File: src/rtl/micro_pkg.sv
// ============================================================================
// Module      : micro_pkg
// Description : Microword format, sequencing codes, microcode addresses and
//               ROM image for the multicycle ARM controller micro-sequencer.
// Revision    : 1.0 - initial release
// ============================================================================
`default_nettype none

package micro_pkg;

    localparam int c_UADDR_W = 4;

    typedef logic [c_UADDR_W-1:0] uaddr_t;

    typedef enum logic [1:0] {
        SEQ_JUMP  = 2'b00,
        SEQ_DISP1 = 2'b01,
        SEQ_DISP2 = 2'b10,
        SEQ_HOLD  = 2'b11
    } seq_t;

    typedef struct packed {
        logic       irwrite;
        logic       adrsrc;
        logic       alusrca;
        logic [1:0] alusrcb;
        logic [1:0] resultsrc;
        logic       nextpc;
        logic       regw;
        logic       memw;
        logic       branch;
        logic       aluop;
        logic       memacc;
        seq_t       seq;
        uaddr_t     nxt;
    } microword_t;

    localparam uaddr_t c_FETCH    = 4'd0;
    localparam uaddr_t c_DECODE   = 4'd1;
    localparam uaddr_t c_MEMADR   = 4'd2;
    localparam uaddr_t c_MEMREAD  = 4'd3;
    localparam uaddr_t c_MEMWB    = 4'd4;
    localparam uaddr_t c_MEMWRITE = 4'd5;
    localparam uaddr_t c_EXECR    = 4'd6;
    localparam uaddr_t c_EXECI    = 4'd7;
    localparam uaddr_t c_ALUWB    = 4'd8;
    localparam uaddr_t c_BRANCH   = 4'd9;
    localparam uaddr_t c_TRAP     = 4'd10;

    function automatic microword_t f_uword(
        input logic       irw,  input logic       adr,  input logic srca,
        input logic [1:0] srcb, input logic [1:0] rsrc, input logic npc,
        input logic       regw, input logic       memw, input logic br,
        input logic       aop,  input logic       macc, input seq_t seq,
        input uaddr_t     nxt
    );
        return '{irwrite: irw, adrsrc: adr, alusrca: srca, alusrcb: srcb,
                 resultsrc: rsrc, nextpc: npc, regw: regw, memw: memw,
                 branch: br, aluop: aop, memacc: macc, seq: seq, nxt: nxt};
    endfunction

    localparam microword_t c_TRAP_WORD =
        f_uword(1'b0, 1'b0, 1'b0, 2'b00, 2'b00, 1'b0, 1'b0, 1'b0, 1'b0, 1'b0, 1'b0, SEQ_HOLD, c_TRAP);

    //                  irw   adr   srcA  srcB   rsrc   npc   regw  memw  br    aop   macc  seq        nxt
    localparam microword_t c_ROM [0:(2**c_UADDR_W)-1] = '{
        f_uword(1'b1, 1'b0, 1'b1, 2'b10, 2'b10, 1'b1, 1'b0, 1'b0, 1'b0, 1'b0, 1'b1, SEQ_JUMP,  c_DECODE),
        f_uword(1'b0, 1'b0, 1'b1, 2'b10, 2'b10, 1'b0, 1'b0, 1'b0, 1'b0, 1'b0, 1'b0, SEQ_DISP1, c_FETCH),
        f_uword(1'b0, 1'b0, 1'b0, 2'b01, 2'b00, 1'b0, 1'b0, 1'b0, 1'b0, 1'b0, 1'b0, SEQ_DISP2, c_FETCH),
        f_uword(1'b0, 1'b1, 1'b0, 2'b00, 2'b00, 1'b0, 1'b0, 1'b0, 1'b0, 1'b0, 1'b1, SEQ_JUMP,  c_MEMWB),
        f_uword(1'b0, 1'b0, 1'b0, 2'b00, 2'b01, 1'b0, 1'b1, 1'b0, 1'b0, 1'b0, 1'b0, SEQ_JUMP,  c_FETCH),
        f_uword(1'b0, 1'b1, 1'b0, 2'b00, 2'b00, 1'b0, 1'b0, 1'b1, 1'b0, 1'b0, 1'b1, SEQ_JUMP,  c_FETCH),
        f_uword(1'b0, 1'b0, 1'b0, 2'b00, 2'b00, 1'b0, 1'b0, 1'b0, 1'b0, 1'b1, 1'b0, SEQ_JUMP,  c_ALUWB),
        f_uword(1'b0, 1'b0, 1'b0, 2'b01, 2'b00, 1'b0, 1'b0, 1'b0, 1'b0, 1'b1, 1'b0, SEQ_JUMP,  c_ALUWB),
        f_uword(1'b0, 1'b0, 1'b0, 2'b00, 2'b00, 1'b0, 1'b1, 1'b0, 1'b0, 1'b0, 1'b0, SEQ_JUMP,  c_FETCH),
        f_uword(1'b0, 1'b0, 1'b0, 2'b01, 2'b10, 1'b0, 1'b0, 1'b0, 1'b1, 1'b0, 1'b0, SEQ_JUMP,  c_FETCH),
        c_TRAP_WORD, c_TRAP_WORD, c_TRAP_WORD, c_TRAP_WORD, c_TRAP_WORD, c_TRAP_WORD
    };

    // Instruction-class dispatch; only Funct[5] and Funct[0] matter here.
    function automatic uaddr_t f_disp1(input logic [1:0] op, input logic funct5);
        case (op)
            2'b00:   return funct5 ? c_EXECI : c_EXECR;
            2'b01:   return c_MEMADR;
            2'b10:   return c_BRANCH;
            default: return c_TRAP;
        endcase
    endfunction

    function automatic uaddr_t f_disp2(input logic funct0);
        return funct0 ? c_MEMREAD : c_MEMWRITE;
    endfunction

endpackage

`default_nettype wire

File: src/rtl/micro_rom.sv
// ============================================================================
// Module      : micro_rom
// Description : Combinational microcode lookup; addresses beyond the image
//               return the TRAP word.
// Revision    : 1.0 - initial release
// ============================================================================
`default_nettype none

module micro_rom
    import micro_pkg::*;
#(
    parameter int UADDR_W = c_UADDR_W
) (
    input  logic [UADDR_W-1:0] addr,
    output microword_t         word
);

    generate
        if (UADDR_W == c_UADDR_W) begin : g_exact
            assign word = c_ROM[addr];
        end else begin : g_wide
            assign word = (addr[UADDR_W-1:c_UADDR_W] == '0) ? c_ROM[addr[c_UADDR_W-1:0]]
                                                            : c_TRAP_WORD;
        end
    endgenerate

endmodule

`default_nettype wire

File: src/rtl/micro_sequencer.sv
// ============================================================================
// Module      : micro_sequencer
// Description : Microprogrammed main controller FSM with memory-ready wait.
//               The micro-PC is the only state; outputs decode ROM[upc].
// Revision    : 1.0 - initial release
// ============================================================================
`default_nettype none

module micro_sequencer
    import micro_pkg::*;
#(
    parameter int                 UADDR_W   = c_UADDR_W,
    parameter logic [UADDR_W-1:0] RESET_UPC = '0
) (
    input  logic               clk,
    input  logic               reset,
    input  logic [1:0]         Op,
    input  logic [5:0]         Funct,
    input  logic               mem_ready,
    output logic               IRWrite,
    output logic               AdrSrc,
    output logic               ALUSrcA,
    output logic [1:0]         ALUSrcB,
    output logic [1:0]         ResultSrc,
    output logic               NextPC,
    output logic               RegW,
    output logic               MemW,
    output logic               Branch,
    output logic               ALUOp,
    output logic               mem_req,
    output logic               halted,
    output logic [UADDR_W-1:0] upc
);

    logic [UADDR_W-1:0] r_upc;
    logic [UADDR_W-1:0] w_upc_next;
    microword_t         w_word;
    logic               w_wait;
    logic               w_fire;
    logic               w_unused_funct;

    assign w_unused_funct = ^Funct[4:1];

    micro_rom #(
        .UADDR_W (UADDR_W)
    ) u_rom (
        .addr (r_upc),
        .word (w_word)
    );

    assign w_wait = w_word.memacc & ~mem_ready;
    // Pulse strobes fire only once the access completes, and never in reset.
    assign w_fire = reset & ~w_wait;

    assign IRWrite   = w_word.irwrite & w_fire;
    assign NextPC    = w_word.nextpc  & w_fire;
    assign RegW      = w_word.regw    & w_fire;
    assign Branch    = w_word.branch  & w_fire;
    assign MemW      = w_word.memw    & reset;
    assign mem_req   = w_word.memacc  & reset;
    assign halted    = (w_word.seq == SEQ_HOLD) & reset;
    assign AdrSrc    = w_word.adrsrc;
    assign ALUSrcA   = w_word.alusrca;
    assign ALUSrcB   = w_word.alusrcb;
    assign ResultSrc = w_word.resultsrc;
    assign ALUOp     = w_word.aluop;
    assign upc       = r_upc;

    always_comb begin
        w_upc_next = r_upc;
        if (!w_wait) begin
            case (w_word.seq)
                SEQ_JUMP:  w_upc_next = UADDR_W'(w_word.nxt);
                SEQ_DISP1: w_upc_next = UADDR_W'(f_disp1(Op, Funct[5]));
                SEQ_DISP2: w_upc_next = UADDR_W'(f_disp2(Funct[0]));
                default:   w_upc_next = r_upc;
            endcase
        end
    end

    always_ff @(posedge clk or negedge reset) begin
        if (!reset) begin
            r_upc <= RESET_UPC;
        end else begin
            r_upc <= w_upc_next;
        end
    end

endmodule

`default_nettype wire

File: config.mk
export PLATFORM = sky130hd
export DESIGN_NAME = micro_sequencer
export DESIGN_NICKNAME = d
export VERILOG_FILES = /design/src/rtl/micro_pkg.sv /design/src/rtl/micro_rom.sv /design/src/rtl/micro_sequencer.sv
export SDC_FILE = /design/constraint.sdc
export NUM_CORES = 1
export LEC_CHECK = 0
export ABC_CLOCK_PERIOD_IN_PS = 2100
export CAP_MARGIN = 20
export CORE_MARGIN = 5
export CORE_UTILIZATION = 38
export CTS_BUF_LIST = sky130_fd_sc_hd__clkbuf_4
export DETAILED_ROUTE_END_ITERATION = 6
export GPL_TIMING_DRIVEN = 1
export PLACE_DENSITY = 0.78
export SYNTH_ARGS = -nofsm -noshare
export SYNTH_HDL_FRONTEND = slang
export SYNTH_SLANG_ARGS = --single-unit
File: constraint.sdc
create_clock -name clk -period 2.1 [get_ports clk]
set_clock_uncertainty 0.1 [all_clocks]
set_input_delay 0.42 -clock clk [delete_from_list [all_inputs] [get_ports clk]]
set_output_delay 0.42 -clock clk [all_outputs]
set_load 0.03 [all_outputs]
Word level (Yosys, flattened, before mapping)
Memory sizes are Yosys's and may differ from the RTL's.
Cells that the tools add are included.
- flip-flop bits (word level): 4
- ROM bits: 304
- bits of input ports: 11
- output and inout bits: 18
- logic and storage cells: 30
- memories: 1
- memory list (memory ; words ; width ; read ports ; clocked after Yosys merged registers in ; wr ports ; line ; RTL):
    (name not given) ; 16 ; 19 ; 1 ; 0 ; 0 ; micro_rom.sv:20 ; assign word = c_ROM[addr];
- $lt $le $gt $ge: 1
- equality and inequality tests: 5
- mux-type cells: 6
- bitwise logic cells: 12
- reductions and logical operators: 4
- operator list (operator ; count):
    2-to-1 mux 19 bit ; 2
    one-hot mux 4 bit (3 select lines) ; 2
    AND 1 bit ; 9
    equality test 2 bit, second input constant ; 3
    >= comparator 5 bit, second input constant ; 1
    inverter 4 -> 5 bit ; 1
    equality test 2 x 1 -> 1 bit, second input constant ; 2
    logical NOT 2 bit ; 2
    2-to-1 mux 3 bit ; 1
    nonzero test 3 bit ; 1
    inverter 1 bit ; 2
    AND reduction 2 bit ; 1
    2-to-1 mux 1 bit ; 1

Depth between registers and ports, before layout
- word-level depth: 8
- mapped depth: 10
- depth with buffers taken out: 10

By module
A second synthesis with hierarchy kept.
- cell total of the unflattened synthesis: 81
- area, all modules: 651.9 um^2
- by module, submodules not included (module ; instances ; cells an instance ; area an instance (um^2) ; sequential area each (um^2)):
    micro_sequencer ; 1 ; 41 ; 370.4 ; 100.1
    micro_rom ; 1 ; 40 ; 281.5 ; 0.0

Worst setup path before layout
No wires, ideal clock.
- path kind: reg-to-output
- start point: register r_upc[1] (netlist: upc[1])
- end point: output NextPC
- arrival time: 1.868 ns
- setup slack: -0.288 ns
- cell stages (with the launch flop): 7
- buffers on the path: 1
- cells stage by stage: dfrtp_1 > inv_1 > ha_1 > nand2b_4 > nand3_1 > and4_1 > buf_4
- longest elaborated chain between the ends: 8
- RTL lines (item ; line ; RTL):
    start: declaration ; micro_sequencer.sv:35 ; logic [UADDR_W-1:0] r_upc;
    start signal: assignment ; micro_sequencer.sv:85 ; r_upc <= w_upc_next;
    inverter 4 -> 5 bit (implied by the code) * ; micro_rom.sv:20 ;
    memory (16 x 19 bit) * ; - ;
    2-to-1 mux 19 bit (implied by the code) * (2 in series) ; micro_rom.sv:20 ;
    AND 1 bit ; micro_sequencer.sv:51 ; assign w_wait = w_word.memacc & ~mem_ready;
    inverter 1 bit (no source line) ; - ;
    AND 1 bit ; micro_sequencer.sv:53 ; assign w_fire = reset & ~w_wait;
    AND 1 bit * ; micro_sequencer.sv:56 ; assign NextPC = w_word.nextpc & w_fire;
    end: declaration ; micro_sequencer.sv:25 ; output logic NextPC,
Mark *: on every way between the ends. The rest lies on a longest branch, timed or not. The select of a mux whose other input is x is not followed.

Worst setup path in the final report
- start point: register r_upc[2] (netlist: upc[2])
- end point: output halted
- longest elaborated chain between the ends: 6
- RTL lines (item ; line ; RTL):
    inverter 4 -> 5 bit (implied by the code) ; micro_rom.sv:20 ;
    memory (16 x 19 bit) ; - ;
    2-to-1 mux 19 bit (implied by the code) (2 in series) ; micro_rom.sv:20 ;
    equality test 2 bit ; micro_sequencer.sv:61 ; assign halted = (w_word.seq == SEQ_HOLD) & reset;
    AND 1 bit ; micro_sequencer.sv:61 ;
    end: declaration ; micro_sequencer.sv:31 ; output logic halted,
Every way passes these cells. The select of a mux whose other input is x is not followed.

==> results list <==
- In this run, the number of DRC markers left after iteration 0 of detailed routing was 11.
* WL/cell: about 16 um
* Placed wire-length estimate after detailed placement: about 1400 um
- Top-level I/O count: 29
- Cell total after placement: 126
* List of cells traversed by the critical path: nor2_2 > nand2_2 > and2_4 > inv_4 > ha_4 > and2_4 > buf_6
- The floorplan step set the die height to 50.5 um.
* Accumulated negative setup slack: -22.3 ps
* Placer congestion estimate: 0.811
- The final reports fail on negative setup slack.
- The detail route stage leaves a number of antenna-violating nets equal to 0.
- The tree is rooted in a sky130_fd_sc_hd__clkbuf_4.
- Leakage Power: roughly 0.54 nW
- Cell count after synthesis: between 70 and 80
- The synthesized design contains 4 register bits.
* Antenna Cells: 0
* Total Die Area: between 2000 and 3000 sq um
* CTS tree: yes
* Worst rel slew slack: about four fifths
- Share of the clock period used by the worst path after layout: 101%
- Once routing completed, OpenROAD measured the worst setup slack at -22.3 ps.
* Wire length of the first global-routing pass: ~3200 um
- Port Buffers: 24
- The via count of the first global-routing pass was ~720.
* Outcome: complete, but fails checks
- Yosys printed 0 warnings.
* Path class of the lowest-slack min-delay path: primary input to async pin
* Crit path max-delay cell type: sky130_fd_sc_hd__dfrtp_1
- The floorplan has 14 rows.
- The routed design has approximately 2200 um of wire.
- At the worst endpoint, the required time is 1580 ps.
* Period minus WS final: between 2000 and 2500 ps
- Routed via count divided by cell count: ~5.5
* Crit path launch type: flop
- The number of antenna violations at the first check in global routing was 0.
- The total overflow left after global routing is 0.
- The number of nets handed over by synthesis was between 90 and 100.
- The first detailed-routing pass took 4 iterations.
- FFs w/ async S/R, synth: 100%
- Worst slew pin tran: 315 ps
- Timing would allow up to around 470 MHz.
- Summing every instance area after synthesis gives approximately 620 sq um.
- Path type of the worst setup path: flop to primary output
- Clock Path Buffers: 2
* Initial core utilization: roughly two fifths
* Total of endpoints with negative setup slack in the final report: 1
- Portion of the post-synthesis area used by sequential elements: between 15 and 20%
- Synthesis-to-finish area growth: 82.7%
- Number of enable-type register cells in the synthesized netlist: 0
- Summed over all nets, the switching power comes to 0.00115 W.
* Die boundary width: between 50 and 60 um
- For this block, the via count after detailed routing is 747.
- Combinational cell fraction of total power: between 80% and 90%
- The most used flip-flop cell after synthesis is sky130_fd_sc_hd__dfrtp_1.
- The hold violation count in the final report is 0.
- The design draws about 0.0022 W.
- Max-cap violations in this run came to 0.
- Critical Path Most Common Cell: sky130_fd_sc_hd__and2_4
* Pre-CTS setup slack: -41.1 ps
- The total count of max-transition violations in the final report came to 0.
- For this run, the post-layout net count is roughly 140.
- The register with the most flip-flops in the layout has 4 of them.
- Setup repair after global routing could not meet its margin everywhere.
- Power Density: approximately 2000 nW/um^2
- The clock drives 4 sinks.
- Count of unresolved DRC violations after routing: 0
- Data arrival at the endpoint of the critical path: about 1600 ps
- Number of buffers inserted for hold repair after clock tree synthesis: 0
- Internal Pwr Total: roughly 0.0011 W
* Number of standard cells in the final layout excluding fillers: approximately 140
* Worst-Skew Late Latency: 250 ps
- Number of buffers created by CTS: 3
- After floorplanning, the core was sized to cover roughly 1500 sq um.
- Per-instance average area after synthesis: ~8 sq um
- Synth unique cells: 31
* Worst hold-check slack: approximately 330 ps
- Maximum number of pins on one net before global-route repair: 10
- Switching portion of total power: about half
- Sequential cells burn 9.1% of the power.
- Across the VDD grid, the largest voltage drop is between 1 and 1.5 mV.
- Nature of the critical path endpoint: primary output
* Longest individual stage delay on the worst path: around 460 ps
- H-tree levels: 1
- Across every metal layer, demand over resource in global routing totals between 15 and 20%.
- The post-route netlist has between 50 and 60% of its cells at a drive strength greater than 1.
- Worst-path maximum fanout: 6
- The clock network accounts for under 10% of the total power.
- Worst-path clk slew: around 50 ps
-- area by class of cell --
type	count	area, sq um
multi-input combinational	63	578
fill	128	388
timing repair buffer	44	374
sequential	4	104
clock buffer	4	30.0
inverter	6	30.0
tap	16	20.0
-- stage by stage --
step                      area [sq um]  util (%)
after detailed placement           930      61.0
after CTS                         1060      69.3
final                             1140      74.5
after global routing              1140      74.5
after global placement             930      61.0
after floorplan                    642         -
-- cell usage in the layout, fill, tap and decap left out, types with 4 or more instances in the layout --
cell type and count:
sky130_fd_sc_hd__nand2_1 4, sky130_fd_sc_hd__buf_4 26, sky130_fd_sc_hd__clkbuf_4 4, sky130_fd_sc_hd__ha_4 4, sky130_fd_sc_hd__buf_6 6, sky130_fd_sc_hd__o21ai_0 4, sky130_fd_sc_hd__clkdlybuf4s50_1 8, sky130_fd_sc_hd__ha_1 4
sky130_fd_sc_hd__nor2_1 8
-- power by group through the flow --
stage	Sequential (W)	Clock (W)	Combinational (W)
2_1_floorplan	0.000227	0	0.00102
3_3_place_gp	0.000173	0	0.00153
3_5_place_dp	0.000174	0	0.00156
4_1_cts	0.000184	0.000124	0.00173
5_1_grt	0.000210	0.000136	0.00203
6_report	0.000202	0.000128	0.00189
-- per-layer routing --
metal	up-vias	GRT usage [%]	routed length [um]
met5	-	0	0
met4	0	9.79	53
met3	6	2.37	144
met2	38	28.7	1080
met1	345	17.8	895
li1	358	-	-
-- critical path: cells and delay by family (launching register included) --
family / cells / cell delay, ps
and+or+nand+nor: 4 / 590
DFF: 1 / 460
buffers and inverters: 2 / 190
adders and majority gates: 1 / 110
-- Yosys cell counts, types with 3 or more instances --
master | number | area, sq um
sky130_fd_sc_hd__o21ai_0 | 6 | 30.0
sky130_fd_sc_hd__buf_4 | 4 | 30.0
sky130_fd_sc_hd__nand2_1 | 5 | 18.8
sky130_fd_sc_hd__ha_1 | 9 | 113
sky130_fd_sc_hd__dfrtp_1 | 4 | 100
sky130_fd_sc_hd__inv_1 | 6 | 22.5
sky130_fd_sc_hd__and2_1 | 3 | 18.8
sky130_fd_sc_hd__nor2_1 | 11 | 41.3
sky130_fd_sc_hd__a21oi_1 | 3 | 15.0
-- logic make-up (layout without fill, tap and decap cells) --
kind of cell / Yosys count / after routing / synth area share, %
compound gates: 19 / 19 / 22.5
xor+xnor: 1 / 1 / 1.41
fa+ha+maj: 9 / 9 / 18.1
buf+inv: 12 / 54 / 9.86
flops: 4 / 4 / 16.1
mux: 2 / 2 / 3.22
simple gates: 32 / 32 / 28.8
-- worst paths after layout --
kind | start | end | slack, ps | depth (start not counted)
worst max-delay path | upc[2]$_DFFE_PN0P_ | halted | -20 | 7
worst min-delay path | reset | upc[3]$_DFFE_PN0P_ | 330 | 1
worst max register to register | upc[0]$_DFFE_PN0P_ | upc[2]$_DFFE_PN0P_ | 0 | 11
worst min register to register | upc[0]$_DFFE_PN0P_ | upc[0]$_DFFE_PN0P_ | 680 | 3
max in group asynchronous | reset | upc[1]$_DFFE_PN0P_ | 1200 | 2
min in group clk | upc[0]$_DFFE_PN0P_ | upc[0]$_DFFE_PN0P_ | 680 | 3
-- repair_timing --
| item | in CTS | in global routing |
|---|---|---|
| resized for setup | 21 | 23 |
| buffers inserted | 5 | 2 |
| pin swaps | 2 | 5 |
| setup endpoints to repair | 10 | 10 |
Power figures use the tool's default switching activity.
